[config.mk]
export PLATFORM = sky130hd
export DESIGN_NAME = onehot_decoder_stream
export DESIGN_NICKNAME = d
export VERILOG_FILES = /design/src/rtl/onehot_decoder_stream.sv
export SDC_FILE = /design/constraint.sdc
export NUM_CORES = 1
export LEC_CHECK = 0
export ABC_CLOCK_PERIOD_IN_PS = 3500
export BUFFER_PORTS_ARGS = -buffer_cell sky130_fd_sc_hd__buf_2
export CAP_MARGIN = 20
export CORE_MARGIN = 5
export CORE_UTILIZATION = 45
export CTS_CLUSTER_DIAMETER = 60
export DETAILED_ROUTE_END_ITERATION = 8
export PLACE_DENSITY = 0.7
export SLEW_MARGIN = 0
export SYNTH_ARGS = -nofsm -noshare
export SYNTH_HDL_FRONTEND = slang
export SYNTH_SLANG_ARGS = --single-unit
[constraint.sdc]
create_clock -name clk -period 3.5 [get_ports clk]
set_input_delay 0.175 -clock clk [delete_from_list [all_inputs] [get_ports clk]]
set_output_delay 0.175 -clock clk [all_outputs]
set_load 0.01 [all_outputs]
[src/rtl/onehot_decoder_stream.sv]
// ---------------------------------------------------------------------------
// onehot_decoder_stream
//
// Streaming binary-to-one-hot decoder. A binary code is accepted on a
// valid/ready handshake, decoded at accept time and stored in a 2-entry FIFO.
// The FIFO head drives the one-hot output. Illegal codes are counted by a
// saturating counter. An illegal code is out of range, or, when parity is
// enabled, fails the parity check. An illegal code is stored as an all-zero
// word with out_err set.
//
// Parameters:
//   IN_W      width of the binary input code
//   OUT_N     number of one-hot output lines (1 .. 2**IN_W)
//   ERR_CNT_W width of the saturating illegal-code counter
//
// Ports:
//   clk        clock, rising edge
//   rst_n      asynchronous active-low reset (assert async, release sync)
//   in_valid   upstream code valid
//   in_ready   decoder can accept this cycle (registered, depends on fill only)
//   in         binary code
//   in_par     (DECODER_PARITY_EN only) even parity bit, expected == ^in
//   out_valid  head entry valid
//   out_ready  downstream accepts head entry
//   out        one-hot word of the head entry (zero when empty)
//   out_err    head entry carries an illegal code (zero when empty)
//   err_clr    synchronous clear of err_count
//   err_count  saturating count of accepted illegal codes
//
// Optional feature macro: DECODER_PARITY_EN (adds in_par and the parity check)
// ---------------------------------------------------------------------------
module onehot_decoder_stream #(
  parameter int IN_W      = 2,
  parameter int OUT_N     = 4,
  parameter int ERR_CNT_W = 8
) (
  input  logic                 clk,
  input  logic                 rst_n,
  input  logic                 in_valid,
  output logic                 in_ready,
  input  logic [IN_W-1:0]      in,
`ifdef DECODER_PARITY_EN
  input  logic                 in_par,
`endif
  output logic                 out_valid,
  input  logic                 out_ready,
  output logic [OUT_N-1:0]     out,
  output logic                 out_err,
  input  logic                 err_clr,
  output logic [ERR_CNT_W-1:0] err_count
);

  generate
    if (OUT_N < 1 || OUT_N > (2 ** IN_W)) begin : g_bad_param
      $error("onehot_decoder_stream: OUT_N must lie in 1 .. 2**IN_W");
    end
  endgenerate

  // ---------------------------------------------------------------------
  // Decode. Each output line compares the code against its own index. A
  // code with no matching line is out of range. Out-of-range and
  // parity-bad codes raise the same single error flag, so a code that is
  // both is counted only once.
  // ---------------------------------------------------------------------
  logic [OUT_N-1:0] code_hit;
  logic [OUT_N-1:0] dec_word;
  logic             dec_err;
  logic             par_bad;

  generate
    for (genvar gi = 0; gi < OUT_N; gi++) begin : g_hit
      assign code_hit[gi] = (in == IN_W'(gi));
      assign dec_word[gi] = code_hit[gi] & ~dec_err;
    end
  endgenerate

`ifdef DECODER_PARITY_EN
  assign par_bad = (in_par != (^in));
`else
  assign par_bad = 1'b0;
`endif

  assign dec_err = ~(|code_hit) | par_bad;

  // ---------------------------------------------------------------------
  // 2-entry FIFO held as an explicit head/tail pair. The head register is
  // zeroed whenever the FIFO drains. That lets out/out_err come straight
  // from flops and still read zero while empty.
  // ---------------------------------------------------------------------
  logic [1:0]           count_reg, count_next;
  logic [OUT_N-1:0]     head_word_reg, head_word_next;
  logic                 head_err_reg, head_err_next;
  logic [OUT_N-1:0]     tail_word_reg, tail_word_next;
  logic                 tail_err_reg, tail_err_next;
  logic                 in_ready_reg, in_ready_next;
  logic [ERR_CNT_W-1:0] err_count_reg, err_count_next;

  logic push;
  logic pop;
  logic push_illegal;

  assign out_valid    = (count_reg != 2'd0);
  assign in_ready     = in_ready_reg;
  assign out          = head_word_reg;
  assign out_err      = head_err_reg;
  assign err_count    = err_count_reg;

  assign push         = in_valid & in_ready_reg;
  assign pop          = out_valid & out_ready;
  assign push_illegal = push & dec_err;

  always_comb begin
    count_next     = count_reg;
    head_word_next = head_word_reg;
    head_err_next  = head_err_reg;
    tail_word_next = tail_word_reg;
    tail_err_next  = tail_err_reg;

    case (count_reg)
      2'd0: begin
        if (push) begin
          head_word_next = dec_word;
          head_err_next  = dec_err;
          count_next     = 2'd1;
        end
      end
      2'd1: begin
        if (push && pop) begin
          // The old head leaves and the new code takes its place.
          head_word_next = dec_word;
          head_err_next  = dec_err;
        end else if (push) begin
          tail_word_next = dec_word;
          tail_err_next  = dec_err;
          count_next     = 2'd2;
        end else if (pop) begin
          head_word_next = '0;
          head_err_next  = 1'b0;
          count_next     = 2'd0;
        end
      end
      2'd2: begin
        // A push cannot happen here because in_ready is low.
        if (pop) begin
          head_word_next = tail_word_reg;
          head_err_next  = tail_err_reg;
          tail_word_next = '0;
          tail_err_next  = 1'b0;
          count_next     = 2'd1;
        end
      end
      default: begin
        count_next     = 2'd0;
        head_word_next = '0;
        head_err_next  = 1'b0;
        tail_word_next = '0;
        tail_err_next  = 1'b0;
      end
    endcase

    // in_ready is registered from the next fill level. This keeps out_ready
    // out of any combinational path to in_ready.
    in_ready_next = (count_next < 2'd2);
  end

  // A clear that coincides with an illegal accept leaves exactly that one.
  always_comb begin
    err_count_next = err_count_reg;
    if (err_clr) begin
      err_count_next = push_illegal ? ERR_CNT_W'(1) : '0;
    end else if (push_illegal && !(&err_count_reg)) begin
      err_count_next = err_count_reg + ERR_CNT_W'(1);
    end
  end

  always_ff @(posedge clk or negedge rst_n) begin
    if (!rst_n) begin
      count_reg     <= 2'd0;
      head_word_reg <= '0;
      head_err_reg  <= 1'b0;
      tail_word_reg <= '0;
      tail_err_reg  <= 1'b0;
      in_ready_reg  <= 1'b1;
      err_count_reg <= '0;
    end else begin
      count_reg     <= count_next;
      head_word_reg <= head_word_next;
      head_err_reg  <= head_err_next;
      tail_word_reg <= tail_word_next;
      tail_err_reg  <= tail_err_next;
      in_ready_reg  <= in_ready_next;
      err_count_reg <= err_count_next;
    end
  end

endmodule

==> results of run 1 <==
-- power by group --
group,internal (mW),switching (mW)
clock network,0.0425,0.0713
registers,0.287,0.0389
logic,0.0849,0.0871
-- worst max path at each step --
stage | startpoint | endpoint | cells past startpoint
CTS | count_reg[0]$_DFFE_PN0P_ | out_valid | 2
floorplan | in_ready$_DFF_PN1_ | out[0]$_DFFE_PN0P_ | 3
global route | count_reg[0]$_DFFE_PN0P_ | out[1]$_DFFE_PN0P_ | 3
global placement | count_reg[0]$_DFFE_PN0P_ | out[1]$_DFFE_PN0P_ | 3
detailed placement | count_reg[0]$_DFFE_PN0P_ | out[3]$_DFFE_PN0P_ | 3
finish | count_reg[0]$_DFFE_PN0P_ | out[1]$_DFFE_PN0P_ | 3
-- per-layer routing --
layer	vias up	track usage	part of all wire
met2	8	0.182	0.46
met4	0	0.0638	0.0064
li1	297	-	-
met1	286	0.195	0.50
met5	-	0	0
met3	2	0.0249	0.036
-- timing repair --
item / 4_1_cts / 5_1_grt
hold endpoints to repair: 20 / 0
setup buffers: 0 / 0
hold buffers: 1 / 0
endpoints found under the setup margin: 0 / 0
-- cells in the mapped netlist, types with 2 or more instances --
library cell / instances
mux2_2: 4
nor2b_1: 8
inv_1: 2
dfrtp_1: 20
nand2_1: 2
nand2b_1: 4
a221o_1: 4
nor2_1: 4
nor3_1: 4
a21oi_1: 2
-- metrics by stage --
| step | power, mW | utilization | area [sq um] |
|---|---|---|---|
| after floorplan | 0.439 | - | 857 |
| after global placement | 0.499 | 0.563 | 993 |
| after detailed placement | 0.502 | 0.563 | 993 |
| after CTS | 0.619 | 0.584 | 1030 |
| after global routing | 0.654 | 0.584 | 1030 |
| final | 0.611 | 0.584 | 1030 |
-- kinds of logic (layout without fill, tap and decap cells) --
kind of cell              after synthesis  after routing  synth area share
AOI/OAI and AO/OA                      11             11             0.108
DFF                                    21             21             0.615
and+or+nand+nor                        29             29             0.206
muxes                                   4              4            0.0526
buffers and inverters                   2             28           0.00876
xor gates and xnor gates                1              1            0.0102
-- cell type report --
| class | instances | share of cell area |
|---|---|---|
| clock inverters | 1 | 0.00485 |
| multi-input cells | 45 | 0.313 |
| inverters | 2 | 0.00728 |
| well taps | 25 | 0.0303 |
| repair buffers | 22 | 0.112 |
| clock buffers | 3 | 0.0218 |
| flip-flops and latches | 21 | 0.511 |
-- worst max-delay path, cell delays in order (launching register included) --
cell     delay, ns
dfrtp_1       0.48
nor2b_4       0.18
o31a_1        0.34
a221o_1       0.31
==> run summary, run 1 <==
The clock period minus worst slack came out at 1.42 ns. The via count of the first global-routing pass is 543. The highest fanout seen on the critical path is 8.

The total negative slack for setup checks came out at 0 ns. The number of top-level pins came out at 22. CTS built an H-tree with a depth of 1. The startpoint of the most critical register-to-register path is count_reg[0]$_DFFE_PN0P_. The max-slew violation count came out at 0. After synthesis, the cell types taking the most area are dfrtp_1 58%, nor2b_1 5.8%, mux2_2 5.3%.

The number of cells on the worst reg-to-reg path is 3. The footprint of the flip-flops and latches is 527 sq um. The yosys synthesis warning count came out at 0. Setup repair after global routing left no endpoint under its margin. The area share of the largest cell type after synthesis came out at 0.584. The post-synthesis register bit count is 21.

The data required time at the worst endpoint came out at 3.69 ns. For this design the static power due to leakage is 0.539 nW. The type of destination of the critical path is a flip-flop.

The post-place setup slack came out at 2.11 ns. The number of placed cells counting well taps is 114. The critical path is of the reg -> reg type.

The arrival time reported for the critical path endpoint came out at 1.61 ns. In the layout the commonest cells are 21 x buf_2, 20 x dfrtp_1, 8 x nor2b_1. The final hold violation count is 0. The starting utilization of the core area came out at 0.486. The number of enable flip-flop cells after synthesis came out at 0.

The kind of launch point of the worst setup path is a flip-flop. The part of the Yosys area used for sequential elements is 0.615. The global placement routability congestion is 0.783. The most used flip-flop cell after synthesis is dfrtp_1. The path with the worst hold slack has its endpoint at err_count[0]$_DFFE_PN0P_.

The overall die height came out at 53.6 um. Timing would allow up to 705 MHz. The synthesized netlist cell count is 68. After synthesis, the netlist uses 24 different library cells.

The clock latency on the worst-skew pair came out at 0.30 ns. The number of flip-flops in the largest register is 8. Leaving out fill and tap cells, the most frequent cell in the layout is buf_2.

The final-layout fill cell count came out at 177. For this run, the total global-route usage over all layers was measured as 0.131. The number of cells upsized or downsized after cts is 0. The count of TritonRoute iterations in the first routing pass came out at 4. The source of the worst hold timing path is err_clr.

The synthesis-to-layout area growth is 20.3%. The run finished with clean final reports. TritonCTS built the clock tree. The tightest min-delay check is of the in -> reg type. The sink count of the clock tree came out at 21. The finished layout holds 119 standard cells, fillers aside. The number of nets with antenna violations after routing came out at 0.

The async set or reset register ratio after synthesis came out at 1.00. The per-cell routed wire length is 13.2 um. The biggest area contributor in the post-synthesis netlist is dfrtp_1.

In this run the mean area of a mapped cell was 12.6 sq um. The hold path depth is 2. The maximum root-to-sink buffer count is 2. The net count after synthesis came out at 75. The final worst-path cycle share came out at 0.405. Across the VDD grid, the largest voltage drop is 354 uV. The estimated wirelength of the detail-placed design is 1.17 mm. The number of nets in the finished design is 102. The worst register-to-register path ends at out[1]$_DFFE_PN0P_. The clock tree skew after final layout is 0.00866 ns.

The actual slew at the worst max-slew pin is 0.446 ns. The repair_antennas step left the layout with diodes totalling 0. The post-detailed-route DRC marker count is 0. After global routing the overflow that remains totals 0. The post-synthesis cell area came out at 857 sq um. The initial detailed-routing violation count came out at 15. The die outline area came out at 2880 sq um. In this run the clock root is driven by a clkbuf_4.

The minimum setup slack in the final design is 2.08 ns. The placeable core area is 1760 sq um. The multi-input logic area is 323 sq um.

The via count came out at 593. Row generation in the floorplan step produced 15 rows. The total of buffers placed on input and output ports is 21. Clock tree synthesis inserted a total of 3 buffers. The final-report setup violation count came out at 0.

The sum of routed wire length over all layers came out at 1.57 mm. Across all register-to-register paths, the minimum setup slack is 2.08 ns. The die is 53.6 um wide.

Of the cells placed in the final design, the portion with a size suffix greater than 1 is 0.372. After clock tree synthesis, the clock-pin slew on the worst setup and hold paths is 0.12 ns. The number of max-cap violations came out at 0. The first global-routing pass estimated 2.63 mm of wire. Dividing the detail-routed via count by the number of cells gives 4.98. The largest net degree at the start of global routing came out at 22.

The worst hold margin is 0.122 ns. The total power divided by cell area is 593 nW/um^2. The number of antenna violations at the first check in global routing came out at 0.

The worst relative slew slack is 0.703.
No activity file was read; power rests on OpenSTA's default activity.
==> run 2, diff against run 1 <==
Settings changed: ABC_CLOCK_PERIOD_IN_PS 3500 to 1400.
Clock period 3.5 ns to 1.4 ns, I/O delays scaled along.
==> run 2 against run 1 <==
  * Sequential share of layout area is 1.3 points lower
  * Clock skew is 0.0036 ns lower
  * Highest routed layer unchanged
  * Setup slack worse by 2.1 ns
  * Sequential power is 140% higher
  * Critical endpoint is now out[2]$_DFFE_PN0P_
  * Final cell count is 1.7% higher
  * Wire length is 12% higher
==> run summary, run 2 (same netlist as run 1, synthesis figures left out) <==
For this run the aggregate overflow at the end of global routing stands at 0. The tool flagged a number of max-cap violations equal to 0. The estimated wirelength of the detail-placed design is 1.21 mm.

The count of TritonRoute iterations in the first routing pass came out at 4. The most critical setup path has its startpoint at in_ready$_DFF_PN1_. After filler insertion, the fill cell instance count of the layout stands at 156.

The clock tree skew after final layout is 0.00504 ns. TritonCTS built the clock tree. The per-cell routed wire length is 14.5 um.

Dividing total power by cell area gives a power density of 1510 nW/um^2. The startpoint identified for the worst hold timing path is err_clr. The finished layout holds 121 standard cells, fillers aside. The final-report setup violation count came out at 0. After detailed routing, the number of vias per cell comes to 5.33.

The final worst-path cycle share is 0.978. The maximum cell stage delay along the critical path came out at 0.59 ns. The number of clock buffers added by TritonCTS is 3. The initial utilization of the core area, before any placement, comes to 0.486. In the layout the commonest cells are 21 x buf_2, 20 x dfrtp_1, 8 x nor2b_1. The routed design uses 97 um of met3 wire. The count of buffers added on input and output ports is 21. The post-place setup slack came out at 0.0295 ns. The initial detailed-routing violation count is 18.

The number of flip-flops in the largest register came out at 8. Setup repair after global routing could not meet its margin everywhere. The largest individual stage delay along the critical path comes from the cell dfstp_2. The post-detailed-route DRC marker count came out at 0. STA classifies the critical path startpoint as a flip-flop. The sum of routed wire length over all layers is 1.76 mm.

The number of antenna repair diodes is 0. The largest net degree at the start of global routing is 22. Based on the critical path, the design can be clocked at up to 730 MHz.

The startpoint of the most critical register-to-register path is in_ready$_DFF_PN1_. The share of final-layout standard cells stronger than drive strength 1 is 0.396. The number of nets in the finished design is 104. The flow ran to the end, and the final reports show no timing, DRC or antenna violations. The data required time at the worst endpoint came out at 1.59 ns. The actual slew at the worst max-slew pin came out at 0.460 ns.

The max-slew violation count came to 0. After detailed routing, no signal wire sits above met4. The floorplan step defined a die boundary enclosing 2880 sq um. For this block, wires on met1 add up to 785 um.

The clock transition time at the flip-flop clock pins of the worst setup and hold paths is 0.12 ns. In this run the number of H-tree levels came out at 1. The overall die height is 53.6 um. The wire length on met2 is 830 um. The clock period minus worst slack is 1.37 ns. Traced cell by cell, the critical path runs through a21oi_2 -> o31a_1 -> a221o_1. Of all nets on the critical path, the largest fanout is 5.

Across every metal layer, demand over resource in global routing totals 0.138. The detailed router placed 645 vias in this run. Counting both buffers and inverters, the worst setup path holds a total of 0. The number of top-level pins is 22. The number of antenna violations at the first check in global routing is 0. The tightest min-delay check is of the in -> reg type. The total power came out at 1.60 mW. The number of nets with antenna violations after routing is 0. The category of the most critical setup path is reg -> reg.

The final core area utilization came out at 0.600. The clock root buffer is clkbuf_4. The worst hold margin came out at 0.0136 ns. The synthesis-to-layout area growth came out at 23.5%. The worst setup path is captured at a flip-flop. The number of placed cells counting well taps is 115.

The placeable core area is 1760 sq um. Across the VDD grid, the largest voltage drop is 902 uV. Counting every sink on the clock net gives 21. The minimum setup slack in the final design is 0.0308 ns. The final hold violation count came to 0. The first global-routing pass estimated 2.77 mm of wire. The leakage component of the power came out at 0.543 nW. The via count of the first global-routing pass came to 620. The global placement routability congestion is 0.821. The clock latency on the worst-skew pair is 0.30 ns. After floorplanning, the core was divided into 15 placement rows. The floorplan die width came out at 53.6 um. Grouping stages by cell kind, the critical path spends the most delay in compound AO/OA/AOI/OAI gates.

The most frequent standard cell in the layout excluding fill and tap cells is buf_2. The arrival time reported for the critical path endpoint is 1.56 ns. The longest clock path from root to sink contains 2 buffers. Measured against its own limit, the worst slew margin works out to 0.693.
-- run 2: changes by cell type in the layout (fill, tap and decap cells not counted), sizes merged --
cell,previous run,this run
clkbuf,3,4
buf,21,23
clkinv,1,0
-- run 2: final timing paths --
path | endpoint | slack (ns) | cells after the start
min in group asynchronous | tail_word_reg[0]$_DFFE_PN0P_ | 0.24 | 2
max | out[2]$_DFFE_PN0P_ | 0.03 | 3
min reg2reg | tail_err_reg$_DFFE_PN0P_ | 0.50 | 1
max reg2reg | out[2]$_DFFE_PN0P_ | 0.03 | 3
max in group asynchronous | in_ready$_DFF_PN1_ | 0.83 | 2
min | err_count[7]$_DFFE_PN0P_ | 0.01 | 2
-- run 2: power breakdown --
group,leakage (nW),switching (mW),total (mW),internal [mW]
sequential,0.284,0.0780,0.795,0.717
clock,0.0150,0.179,0.290,0.111
combinational,0.244,0.270,0.517,0.247
-- run 2: layout make-up --
| cell class | instances | area, sq um | area share |
|---|---|---|---|
| Timing Repair Buffer | 24 | 130 | 0.123 |
| Multi-Input combinational cell | 45 | 337 | 0.318 |
| Clock buffer | 4 | 26.3 | 0.0248 |
| Tap cell | 25 | 31.3 | 0.0296 |
| Inverter | 2 | 7.51 | 0.00709 |
| Sequential cell | 21 | 527 | 0.498 |
-- run 2: repair_timing --
| action | 4_1_cts | 5_1_grt |
|---|---|---|
| endpoints found under the setup margin | 0 | 9 |
| endpoints found under the hold margin | 20 | 0 |
| hold buffers | 1 | 0 |
| setup buffers | 0 | 1 |
| gates resized for setup | 0 | 3 |
-- run 2: per-layer routing --
layer | track usage | up-vias
met5 | 0 | -
met1 | 0.180 | 316
li1 | - | 300
met2 | 0.214 | 23
met4 | 0.0766 | 0
met3 | 0.0277 | 6
-- run 2: metrics by stage --
step                cell area (sq um)  setup TNS, ns
finish                           1060              0
global route                     1060         -0.123
CTS                              1040              0
detailed placement               1000              0
global placement                 1000              0
floorplan                         857              0
==> run 3, diff against run 2 <==
Settings changed: RECOVER_POWER set to 25.
==> run 3 against run 2 <==
  * Fmax is the same
  * Die area unchanged
  * Clock power hardly changed
  * Utilization unchanged
  * Largest cell class unchanged
  * Setup slack did not move
  * Non-clock buffer count unchanged
  * Final cell count stayed put
  * Largest power group unchanged
  * Via count unchanged
  * Clock skew did not move
  * Sequential share of layout area unchanged
  * Critical path depth did not move
  * Count of clock-buffer cells in the layout is the same
==> run summary, run 3 (same netlist as run 1, synthesis figures left out) <==
Leaving out fill and tap cells, the most frequent cells in the layout are 20 x dfrtp_1, 20 x buf_2, 8 x nor2b_1. The global route total overflow came out at 0. The final core area utilization is 0.600. The final worst-path cycle share is 0.978. The placeable core area came out at 1760 sq um. During placement, the flow inserted port buffers numbering 21. The post-detailed-route DRC marker count came out at 0. The worst register-to-register path ends at out[2]$_DFFE_PN0P_. The register with the most flip-flops in the layout has 8 of them. The post-place setup slack came out at 0.0295 ns. The largest net degree at the start of global routing is 22.

The sink count of the clock tree is 21. The clock period minus worst slack is 1.37 ns. The hold path depth came out at 2. The final layout contains 104 nets.

The arrival time reported for the critical path endpoint came out at 1.56 ns. The wire length of the first global-routing pass came out at 2.77 mm. Clock tree synthesis selected as its root buffer the cell clkbuf_4. The final-layout fill cell count is 156.

The number of placed cells counting well taps came out at 115. The sequential cells in the finished layout cover a total of 527 sq um. Counting along the longest clock path gives a buffer depth of 2. The clock group share of total power is 0.181. The worst-case register-to-register setup slack came out at 0.03 ns. The startpoint of the worst setup timing path is in_ready$_DFF_PN1_. The logic depth of the worst register-to-register path is 3. The number of max-cap violations is 0. The first TritonRoute pass finished after 4 iterations. The number of top-level pins is 22. The global placement routability congestion is 0.821. The TritonCTS clock tree is done. STA classifies the critical path startpoint as a flip-flop.

The final hold violation count is 0. The highest fanout seen on the critical path came out at 5. The clock tree skew after final layout came out at 0.00504 ns.

The estimated wirelength of the detail-placed design is 1.21 mm. Across the VDD grid, the largest voltage drop is 902 uV. STA classifies the critical path endpoint as a flip-flop. In this run the critical register-to-register path is launched from in_ready$_DFF_PN1_.

The floorplan has 15 rows. 0 antenna diodes ended up in the layout. The share of final-layout standard cells stronger than drive strength 1 came out at 0.396. The path class of the tightest hold or removal check is in -> reg. The cell with the biggest individual delay on the critical path is dfstp_2. The per-cell routed wire length came out at 14.5 um. The sum of routed wire length over all layers is 1.76 mm. Derived from the worst setup path, the maximum achievable clock frequency is 730 MHz. The switching part of the total power is 0.329. The switching power summed over all nets is 0.527 mW. The actual slew at the worst max-slew pin came out at 0.514 ns.

The sequential share of power came out at 0.496. The CTS H-tree depth came out at 1. After detailed routing, the number of vias per cell comes to 5.33. The number of antenna violations at the first check in global routing came out at 0. After clock tree synthesis, the clock-pin slew on the worst setup and hold paths is 0.12 ns. The leakage component of the power came out at 0.543 nW.

The die outline area is 2880 sq um. The share of total power dissipated in combinational logic is 0.323. The minimum setup slack in the final design came out at 0.0308 ns. The data required time at the worst endpoint came out at 1.59 ns.

The clock buffer count from CTS came out at 3. Walking the worst path, the cells encountered are a21oi_2 -> o31a_1 -> a221o_1. The most critical setup path has its endpoint at out[2]$_DFFE_PN0P_. Total power for the finished layout comes to 1.60 mW. By startpoint and endpoint, the worst setup path is classified as reg -> reg.

From bottom edge to top edge, the die measures 53.6 um. The starting utilization of the core area came out at 0.486. The flow ran to the end, and the final reports show no timing, DRC or antenna violations. After the flow finishes, the layout carries non-filler instances totaling 121. The total power divided by cell area is 1510 nW/um^2. The clock latency on the worst-skew pair is 0.30 ns. The multi-input logic area is 337 sq um.

The final-report setup violation count came out at 0. The via count of the first global-routing pass is 620. The floorplan step set the die width to 53.6 um. From synthesis to final layout, the design area changed by 23.5%. The max-slew violation count was 0.

The worst relative slew slack is 0.657. After the first detailed-routing iteration, the DRC count stood at 18. The number of nets with antenna violations after routing is 0.

The global router's overall resource usage is 0.138. The internal power of the cells totals 1.07 mW. Setup repair after global routing could not meet its margin everywhere. The maximum cell stage delay along the critical path is 0.59 ns. The via count came out at 645.
-- run 3: changes by cell type in the layout (fill, tap and decap cells not counted) --
cell / change
buf_2: -1
clkbuf_2: +1
-- run 3: worst min path at each step --
stage                     startpoint                            to
after floorplan                rst_n      count_reg[0]$_DFFE_PN0P_
after global placement         rst_n  tail_word_reg[0]$_DFFE_PN0P_
after detailed placement       rst_n  tail_word_reg[3]$_DFFE_PN0P_
after CTS                    err_clr      err_count[3]$_DFFE_PN0P_
after global routing         err_clr      err_count[3]$_DFFE_PN0P_
final                        err_clr      err_count[7]$_DFFE_PN0P_
-- run 3: power groups by stage --
stage                     Combinational [mW]  Sequential (mW)  Clock (mW)
after floorplan                        0.275            0.823           0
after global placement                 0.471            0.801           0
after detailed placement               0.483            0.800           0
after CTS                              0.483            0.790       0.304
after global routing                   0.565            0.813       0.327
final                                  0.517            0.795       0.290
-- run 3: worst max-delay path: cells and delay by family (launching register included) --
family,cells,cell delay (ns)
AO/OA/AOI/OAI,3,0.68
flip-flops,1,0.59
-- run 3: area by class of cell --
| cell class | count | area share |
|---|---|---|
| well taps | 25 | 0.0296 |
| clock buffers | 4 | 0.0248 |
| repair buffers | 24 | 0.123 |
| inverters | 2 | 0.00709 |
| multi-input cells | 45 | 0.318 |
| flip-flops and latches | 21 | 0.498 |
-- run 3: timing repair --
action | in CTS | in global routing
resized for setup | 0 | 3
setup buffers | 0 | 1
hold endpoints to repair | 20 | 0
hold buffers | 1 | 0
setup endpoints to repair | 0 | 9
-- run 3: through the flow --
step / instance area (sq um) / hold slack [ns] / TNS [ns]
CTS: 1040 / 0.00560 / 0
detailed placement: 1000 / 0.0535 / 0
global placement: 1000 / 0.0462 / 0
finish: 1060 / 0.0136 / 0
floorplan: 857 / -0.226 / 0
global route: 1060 / 0.0186 / -0.123
-- run 3: layer usage --
layer,vias up,part of all wire,GRT usage
met3,6,0.055,0.0277
met5,-,0,0
met4,0,0.026,0.0766
met1,316,0.45,0.180
met2,23,0.47,0.214
li1,300,-,-
